==> src/rtl/parallel_to_serial.sv <==
// parallel_to_serial
// Serializer: takes a width-bit word over a valid/ready handshake and emits
// it one bit per transfer, MSB first, with serial_last marking bit 0.
// Optional macro PARALLEL_TO_SERIAL_SKID_BUFFER_EN adds a one-word holding
// buffer so back-to-back words stream with no idle cycle between them.
// Without the macro a word is only accepted while the shifter is idle.

module parallel_to_serial #(
  parameter int width = 8
) (
  input  logic             clk,
  input  logic             rst,
  input  logic             parallel_valid,
  output logic             parallel_ready,
  input  logic [width-1:0] parallel_data,
  output logic             serial_valid,
  input  logic             serial_ready,
  output logic             serial_data,
  output logic             serial_last
);

  localparam int CntW = $clog2(width);
  localparam logic [CntW-1:0] LastCnt = CntW'(width - 1);

  localparam logic [0:0] IDLE  = 1'b0;
  localparam logic [0:0] SHIFT = 1'b1;

  logic [0:0]       state_q, state_d;
  logic [width-1:0] sh_q, sh_d;
  logic [CntW-1:0]  cnt_q, cnt_d;

  logic accept;
  logic xfer;
  logic atLastBit;

`ifdef PARALLEL_TO_SERIAL_SKID_BUFFER_EN
  logic [width-1:0] buf_q, buf_d;
  logic             buf_full_q, buf_full_d;
`endif

  // The serial side is valid exactly while a word is being shifted; data and
  // last are forced low outside SHIFT so the idle line is clean.
  assign serial_valid = (state_q == SHIFT);
  assign serial_data  = serial_valid & sh_q[width-1];
  assign atLastBit    = (cnt_q == LastCnt);
  assign serial_last  = serial_valid & atLastBit;

  // Upstream ready comes from registered state and rst only, so there is no
  // combinational path from either handshake input.
`ifdef PARALLEL_TO_SERIAL_SKID_BUFFER_EN
  assign parallel_ready = !rst && !buf_full_q;
`else
  assign parallel_ready = !rst && (state_q == IDLE);
`endif

  assign accept = parallel_valid && parallel_ready;
  assign xfer   = serial_valid && serial_ready;

  // Next-state logic: load on accept, shift on transfer, and on the last bit
  // either reload (buffered or coincident word) or fall back to IDLE.
  always_comb begin
    state_d = state_q;
    sh_d    = sh_q;
    cnt_d   = cnt_q;
`ifdef PARALLEL_TO_SERIAL_SKID_BUFFER_EN
    buf_d      = buf_q;
    buf_full_d = buf_full_q;
`endif

    case (state_q)
      IDLE: begin
        if (accept) begin
          sh_d    = parallel_data;
          cnt_d   = '0;
          state_d = SHIFT;
        end
      end

      SHIFT: begin
`ifdef PARALLEL_TO_SERIAL_SKID_BUFFER_EN
        // A word arriving mid-word parks in the buffer; one arriving exactly
        // on the last-bit transfer with an empty buffer goes straight to sh.
        if (accept && !(xfer && atLastBit)) begin
          buf_d      = parallel_data;
          buf_full_d = 1'b1;
        end
`endif
        if (xfer) begin
          if (!atLastBit) begin
            sh_d  = {sh_q[width-2:0], 1'b0};
            cnt_d = cnt_q + CntW'(1);
          end else begin
`ifdef PARALLEL_TO_SERIAL_SKID_BUFFER_EN
            if (buf_full_q) begin
              sh_d       = buf_q;
              cnt_d      = '0;
              buf_full_d = 1'b0;
            end else if (accept) begin
              sh_d  = parallel_data;
              cnt_d = '0;
            end else begin
              sh_d    = {sh_q[width-2:0], 1'b0};
              cnt_d   = '0;
              state_d = IDLE;
            end
`else
            sh_d    = {sh_q[width-2:0], 1'b0};
            cnt_d   = '0;
            state_d = IDLE;
`endif
          end
        end
      end

      default: begin
        state_d = IDLE;
      end
    endcase
  end

  // State registers; synchronous reset drops any partial or buffered word.
  always_ff @(posedge clk) begin
    if (rst) begin
      state_q <= IDLE;
      sh_q    <= '0;
      cnt_q   <= '0;
`ifdef PARALLEL_TO_SERIAL_SKID_BUFFER_EN
      buf_q      <= '0;
      buf_full_q <= 1'b0;
`endif
    end else begin
      state_q <= state_d;
      sh_q    <= sh_d;
      cnt_q   <= cnt_d;
`ifdef PARALLEL_TO_SERIAL_SKID_BUFFER_EN
      buf_q      <= buf_d;
      buf_full_q <= buf_full_d;
`endif
    end
  end

endmodule

==> config.mk <==
export PLATFORM = sky130hd
export DESIGN_NAME = parallel_to_serial
export DESIGN_NICKNAME = d
export VERILOG_FILES = /design/src/rtl/parallel_to_serial.sv
export SDC_FILE = /design/constraint.sdc
export NUM_CORES = 1
export LEC_CHECK = 0
export BUFFER_PORTS_ARGS = -buffer_cell sky130_fd_sc_hd__buf_2
export CELL_PAD_IN_SITES_DETAIL_PLACEMENT = 1
export CELL_PAD_IN_SITES_GLOBAL_PLACEMENT = 1
export CORE_UTILIZATION = 30
export DETAILED_ROUTE_END_ITERATION = 10
export PLACE_DENSITY = 0.78
export SLEW_MARGIN = 0
export SYNTH_ARGS = -nofsm -noshare
export SYNTH_HDL_FRONTEND = slang
export SYNTH_SLANG_ARGS = --single-unit
export TNS_END_PERCENT = 1
==> constraint.sdc <==
create_clock -name clk -period 1.35 [get_ports clk]
set_input_delay 0.135 -clock clk [delete_from_list [all_inputs] [get_ports clk]]
set_output_delay 0.135 -clock clk [all_outputs]
set_load 0.005 [all_outputs]
### Word-level counts from Yosys, hierarchy flattened

Cells that the tools add are included.

| word-level totals | value |
|---|---|
| bits in registers | 12 |
| output and inout bits | 4 |
| word-level logic and storage cells | 26 |

| cells by class | value |
|---|---|
| multiplexer cells | 11 |
| reductions and logical operators | 5 |
| eq/ne operators | 3 |
| bitwise gates (word level) | 3 |
| $add $sub $neg | 1 |

Operators with widths:

| operator | number |
|---|---|
| 8-bit 2-to-1 mux | 2 |
| 8-bit case mux with 2 select lines | 1 |
| 3-bit 2-to-1 mux | 3 |
| 3-bit case mux with 2 select lines | 1 |
| 3-bit by 1-bit adder with 3-bit output, second input constant | 1 |
| 3-bit equality test, second input constant | 1 |
| 1-bit logical AND | 3 |
| 1-bit 2-to-1 mux | 3 |
| 1-bit bitwise AND | 2 |
| 2-bit by 1-bit != test with 1-bit output, second input constant | 1 |
| 2-bit != test, second input constant | 1 |
| 1-bit case mux with 2 select lines | 1 |
| 2-bit AND reduction | 1 |
| 1-bit zero test | 1 |
| 1-bit NOT | 1 |

### Logic depth before layout (Yosys ltp)

Gate-level depths: netlist of the first run.

| depth | value |
|---|---|
| word-level depth | 5 |
| depth in mapped cells | 5 |
| gate-level depth less buffers | 4 |

### Worst setup path before layout of the first run

Ideal clock, no wire load.

| timing | value |
|---|---|
| path type | flip-flop to flip-flop |
| start point | reg cnt_q[0] |
| end point | reg cnt_q[0] |
| path buffers | 0 |
| slack | 0.152 ns |
| arrival time | 1.131 ns |
| library setup time | 0.068 ns |
| cell stages (with the launch flop) | 5 |
| path through | dfxtp_1 -> ha_1 -> ha_1 -> or3_1 -> a21oi_2 |

| between the ends | value |
|---|---|
| longest elaborated chain between the ends | 4 |

RTL lines:

| what | line | source |
|---|---|---|
| start, declared | 30 | `logic [CntW-1:0] cnt_q, cnt_d;` |
| start signal, assigned | 134 | `cnt_q <= cnt_d;` |
| 3-bit by 1-bit adder with 3-bit output / 3-bit equality test (equally long branches) | 91, 45 |  |
| 3-bit 2-to-1 mux (*) | 89 | `if (!atLastBit) begin` |
| 3-bit 2-to-1 mux (*) | 88 | `if (xfer) begin` |
| 3-bit case mux with 2 select lines (*) | 70 | `case (state_q)` |

Every way passes the cells marked *; elsewhere a longest branch is shown, timed or not. The select of a mux whose other input is x is not followed.
A chain may end at the register's enable or synchronous reset.

### Final worst setup path of the first run

| timing | value |
|---|---|
| start point | reg cnt_q[0] |
| end point | out serial_last |

| between the ends | value |
|---|---|
| longest elaborated chain between the ends | 2 |

RTL lines:

| what | line | source |
|---|---|---|
| 3-bit equality test | 45 | `assign atLastBit = (cnt_q == LastCnt);` |
| 1-bit bitwise AND | 46 | `assign serial_last = serial_valid & atLastBit;` |
| end, declared | 19 | `output logic serial_last` |

No other way between the ends.

==> results.py, run 1 <==
metrics = {
    "timing": {
        "period_needed_ns": 1.32,
        "slew_viol_final": 0,
        "fmax_ghz": 0.759,
        "slew_headroom_pct": 73.9,
        "timing.hold.ws_ns": 0.149,
        "setup_viol": 0,
        "tightest_slew_ns": 0.381,
        "period_share_pct": 97.6,
        "hold_viol": 0,
        "finalClockSkew_ns": 0.00175,
        "setup_tns_ns": 0,
        "rsz0062_at_grt": "no",
    },
    "detailed_routing": {
        "totalWireLength_um": 1240,
        "final_antenna_net_count": 0,
        "drc": 0,
        "via_count": 477,
        "first_iter_violations": 10,
        "post_drt_wl_per_cell_um": 13.5,
        "viasPerCell": 5.18,
        "first_pass_iters": 4,
    },
    "synth": {
        "synth-edff-count": 0,
        "synth_top_family_by_area": "simple AND/OR/NAND/NOR gates",
        "synth_fa_ha_area_share_pct": 4.93,
        "syn_inst": 57,
        "synthTopCellsByArea": "dfxtp_1 (47%), nor2_1 (8.9%), o22ai_1 (8.6%)",
        "synthesis.area_um2": 508,
        "synth_top_area_share_pct": 47.3,
        "ys_seq_area_share_pct": 47.3,
        "synthXorXnorAreaFrac_pct": 0,
        "synthSimpleGateAreaFrac_pct": 22.7,
        "synth_nets": 71,
        "ys_types": 20,
        "yosys_warnings": 0,
        "ys_top_cells_by_count": "dfxtp_1 (12), nor2_1 (12), nor3_1 (7), o22ai_1 (7)",
        "avgSynthCellArea_um2": 8.91,
        "synth_compound_area_share_pct": 17.0,
        "synth.largest_area_cell": "dfxtp_1",
        "dominantRegCellSynth": "dfxtp_1",
        "synth-seq-cells": 12,
        "ys_async_sr_fraction_pct": 0,
        "synth_mux_area_share_pct": 4.19,
    },
    "final_layout": {
        "stdcell_area_um2": 676,
        "multi_input_area_um2": 275,
        "seqCellArea_um2": 243,
        "final-instance-count-excl-fill": 92,
        "drive_gt1_share_pct": 39.5,
        "nFillCells": 183,
        "diodes": 0,
        "num-nets-final": 91,
        "syn_to_final_growth_pct": 33.0,
    },
    "floorplanning": {
        "rows": 14,
        "initial_utilization_pct": 33.0,
        "num_io_pins": 16,
        "fp.dieH_um": 43.2,
        "die_w_um": 43.2,
        "core_um2": 1540,
        "die_area_um2": 1860,
    },
    "critical_path": {
        "max_stage_delay_ns": 0.34,
        "cp.required_ns": 1.22,
        "crit_path_top_delay_cell": "dfxtp_2",
        "rr_startpoint": "cnt_q[0]$_SDFFE_PP0P_",
        "crit_path_max_fanout": 2,
        "crit_path_frequent_cell": "ha_4",
        "startpoint": "cnt_q[0]$_SDFFE_PP0P_",
        "path_cells": "ha_4 > ha_4 > and2_4 > buf_2",
        "endpoint_kind": "output pin",
        "worstSetupPathType": "reg -> out",
        "startpoint_type": "flop",
        "worstPathArrival_ns": 1.18,
    },
    "clocking": {
        "clk_latency_ns": 0.27,
        "h-tree-depth": 1,
        "tritoncts": "built",
        "holdBufCountCts": 0,
        "root_buffer": "clkbuf_4",
        "cts_sinks": 12,
        "cts_buffer_depth": 2,
        "clkTransAtPathRegs_ns": 0.08,
        "numCtsBuffers": 3,
    },
    "place": {
        "port_buffers": 15,
        "hpwl_um": 830,
        "placed_cell_area_um2": 602,
        "dp_cells": 87,
        "gp_congestion": 0.725,
    },
    "grt": {
        "grtUsageTotal_pct": 13.5,
        "gr-total-overflow": 0,
        "grt_pass1_vias": 431,
        "antenna_found_initial": 0,
        "grt_first_pass_wirelength_um": 1930,
        "grt_max_degree": 14,
    },
    "hold_path": {
        "hold_path_class": "in -> reg",
        "min_from": "serial_ready",
    },
    "pwr": {
        "p_total_mw": 0.794,
        "peakVddDrop_mv": 0.549,
        "powerDensity_nw_per_um2": 1180,
        "leakage_nw": 0.297,
    },
    "outcome": {
        "status": "finished, final reports clean",
    },
    "run": {
        "cap_violations": 0,
    },
}
==> worst paths after layout <==
kind / to / slack [ns] / depth (start not counted)
worst max-delay path: serial_last / 0.03 / 4
worst min-delay path: serial_valid$_SDFF_PP0_ / 0.15 / 2
worst max register to register: cnt_q[0]$_SDFFE_PP0P_ / 0.14 / 4
worst min register to register: sh_q[7]$_SDFFE_PP0P_ / 0.50 / 2
==> layout by cell type, fill, tap and decap left out, types with 2 or more instances in the layout <==
master	instances
a32oi_1	2
buf_2	15
buf_4	3
clkbuf_4	3
dfxtp_1	10
dfxtp_2	2
ha_4	2
nor2_1	12
nor3_1	7
o22ai_1	7
==> through the flow <==
| stage | setup slack [ns] | utilization, % |
|---|---|---|
| after CTS | 0.00330 | 42.5 |
| after global routing | 0.00271 | 43.8 |
| final | 0.0318 | 43.8 |
| after global placement | 0.129 | 39.0 |
| after detailed placement | 0.0916 | 39.0 |
| after floorplan | 0.152 | - |
==> worst max-delay path: cells and delay by family (launching register included) <==
kind,cells,cell delay (ns)
buffers and inverters,1,0.12
and+or+nand+nor,1,0.15
adders and majority gates,2,0.31
DFF,1,0.34
==> cell families (layout without fill, tap and decap cells) <==
| kind of cell | count (synthesis) | in the layout |
|---|---|---|
| adder cells (fa/ha/maj) | 2 | 2 |
| AND/OR/NAND/NOR | 25 | 25 |
| multiplexers | 2 | 2 |
| buffers and inverters | 4 | 23 |
| flip-flops | 12 | 12 |
| AO/OA/AOI/OAI | 12 | 12 |
==> metal layers <==
metal | vias to the layer above | track usage, % | wire length, um
met5 | - | 0 | 0
met4 | 0 | 5.45 | 12
met3 | 2 | 2.55 | 25
met2 | 8 | 21.5 | 622
met1 | 224 | 17.8 | 584
li1 | 243 | - | -
==> where the power goes <==
group / switching [mW] / leakage [nW] / internal [mW]
Combinational: 0.0591 / 0.176 / 0.0543
Clock: 0.122 / 0.0210 / 0.164
Sequential: 0.0159 / 0.100 / 0.379
==> registers in the layout, indices dropped and copies added (netlist names) <==
signal / flops
serial_valid: 1
cnt_q: 3
sh_q: 8
==> layout make-up <==
| cell class | count | share of cell area, % |
|---|---|---|
| well taps | 16 | 2.96 |
| inverters | 1 | 0.556 |
| repair buffers | 18 | 14.4 |
| multi-input cells | 41 | 40.7 |
| clock buffers | 4 | 5.37 |
| flip-flops and latches | 12 | 35.9 |
==> repair_timing <==
| action | CTS | global route |
|---|---|---|
| buffers inserted | 1 | 0 |
| endpoints found under the setup margin | 1 | 1 |
| gates resized for setup | 4 | 3 |
No activity file was read; power rests on OpenSTA's default activity.
==> run 2, diff against run 1 <==
- REMOVE_ABC_BUFFERS: not set -> 1
==> run 2 against run 1 <==
Against the previous run:
- fmax about the same
- register-to-register slack hardly changed
- cell count decreased by 1.1%
- die area unchanged
- clock skew is 0.0065 ns higher
- critical path depth did not move
- non-clock buffer count stayed put
- sequential power increased by 1%
- critical path type unchanged
- largest power group unchanged
==> results.py, run 2 (synthesis gave the netlist of run 1 again) <==
metrics = {
    "outcome": {
        "status": "finished, final reports clean",
    },
    "place": {
        "gp_congestion": 0.650,
        "port_buffers": 15,
        "hpwl_um": 886,
        "dp_cells": 87,
        "preCtsSetupSlack_ns": 0.0709,
    },
    "critical_path": {
        "endpoint_kind": "output pin",
        "r2r_cells": 4,
        "worstPathArrival_ns": 1.18,
        "rr_startpoint": "cnt_q[0]$_SDFFE_PP0P_",
        "cp.required_ns": 1.22,
        "worstSetupPathType": "reg -> out",
        "startpoint": "cnt_q[0]$_SDFFE_PP0P_",
        "rrSetupSlack_ns": 0.13,
        "startpoint_type": "flop",
        "r2r_end": "cnt_q[0]$_SDFFE_PP0P_",
        "crit_path_max_fanout": 2,
    },
    "grt": {
        "gr-total-overflow": 0,
        "grtUsageTotal_pct": 16.1,
        "antenna_found_initial": 0,
        "grt_first_pass_wirelength_um": 2150,
        "grt_pass1_vias": 485,
        "grt_max_degree": 14,
    },
    "timing": {
        "setup_tns_ns": 0,
        "finalClockSkew_ns": 0.00824,
        "period_needed_ns": 1.32,
        "period_share_pct": 97.6,
        "fmax_ghz": 0.759,
        "setup_viol": 0,
        "hold_viol": 0,
        "fin_ws_ns": 0.0325,
        "slew_viol_final": 0,
        "slew_headroom_pct": 78.7,
        "tightest_slew_ns": 0.311,
    },
    "final_layout": {
        "regMostFlops": "sh_q",
        "fin_util_pct": 43.4,
        "largest_reg_flops": 8,
        "drive_gt1_share_pct": 40.0,
        "diodes": 0,
        "num-nets-final": 91,
        "final-instance-count-excl-fill": 91,
        "final_cell_mix": "buf_2 (14), nor2_1 (12), dfxtp_1 (9), o22ai_1 (7), nor3_1 (7)",
        "syn_to_final_growth_pct": 31.8,
        "layout_commonest_cell": "buf_2",
    },
    "detailed_routing": {
        "post_drt_wl_per_cell_um": 13.8,
        "drc": 0,
        "first_pass_iters": 2,
        "final_antenna_net_count": 0,
        "first_iter_violations": 3,
        "totalWireLength_um": 1250,
        "via_count": 482,
        "viasPerCell": 5.30,
    },
    "hold_path": {
        "min_from": "serial_ready",
        "worstHoldEndpoint": "serial_valid$_SDFF_PP0_",
        "hold_path_class": "in -> reg",
        "whs_path_depth": 2,
    },
    "clocking": {
        "cts_sinks": 12,
        "cts_buffer_depth": 2,
        "root_buffer": "clkbuf_4",
        "clkTransAtPathRegs_ns": 0.08,
        "clk_latency_ns": 0.28,
        "numCtsBuffers": 3,
        "h-tree-depth": 1,
        "tritoncts": "built",
    },
    "floorplanning": {
        "initial_utilization_pct": 33.0,
        "num_io_pins": 16,
        "die_area_um2": 1860,
        "core_um2": 1540,
        "fp.dieH_um": 43.2,
        "rows": 14,
        "die_w_um": 43.2,
    },
    "pwr": {
        "leakage_nw": 0.290,
        "powerDensity_nw_per_um2": 1090,
        "peakVddDrop_mv": 0.490,
        "p_total_mw": 0.732,
    },
    "run": {
        "cap_violations": 0,
    },
}
==> run 2: cell types whose count changed in the layout (fill, tap and decap cells not counted) <==
cell	change
buf_2	-1
buf_6	+1
clkbuf_8	-1
dfxtp_1	-1
dfxtp_2	+1
==> run 2: metrics by stage <==
step	hold slack [ns]	cell area, um^2
5_1_grt	0.145	669
6_report	0.129	669
3_5_place_dp	0.425	602
2_1_floorplan	0.197	492
4_1_cts	0.130	661
3_3_place_gp	0.411	602
==> run 2: worst max path at each step <==
stage                            end  depth (start not counted)  slack (ns)
2_1_floorplan  cnt_q[0]$_SDFFE_PP0P_                          4        0.15
3_3_place_gp   cnt_q[0]$_SDFFE_PP0P_                          4        0.13
3_5_place_dp   cnt_q[0]$_SDFFE_PP0P_                          4        0.07
4_1_cts                  serial_data                          3        0.01
5_1_grt                  serial_last                          4      -0.002
6_report                 serial_last                          4        0.03
==> run 2: worst max-delay path, stage by stage, from the launching register on <==
cell and delay [ns]:
dfxtp_2 0.34, ha_4 0.16, ha_4 0.15, and2_4 0.15
buf_6 0.11
==> run 2: area by class of cell <==
type / count / area [um^2]
inverter: 1 / 3.75
timing repair buffer: 18 / 104
sequential: 12 / 244
multi-input combinational: 41 / 275
clock buffer: 3 / 22.5
fill: 189 / 872
tap: 16 / 20.0
==> run 2: what timing repair did <==
action / CTS / global route
resized for setup: 6 / 3
pin swaps: 0 / 1
setup buffers: 1 / 0
hold buffers: 0 / 0
endpoints found under the setup margin: 1 / 2
==> run 2: per-layer routing <==
layer  GRT usage (%)  part of all wire (%)  vias up
li1                -                     -      243
met1            18.3                    45      219
met2            26.3                    48       16
met3            5.11                   5.0        4
met4            9.09                   2.0        0
met5               0                     0        -
==> run 2: report_power, final <==
group          switching [mW]  internal (mW)
clock                   0.119          0.103
sequential             0.0188          0.380
combinational          0.0560         0.0544
total                   0.194          0.538
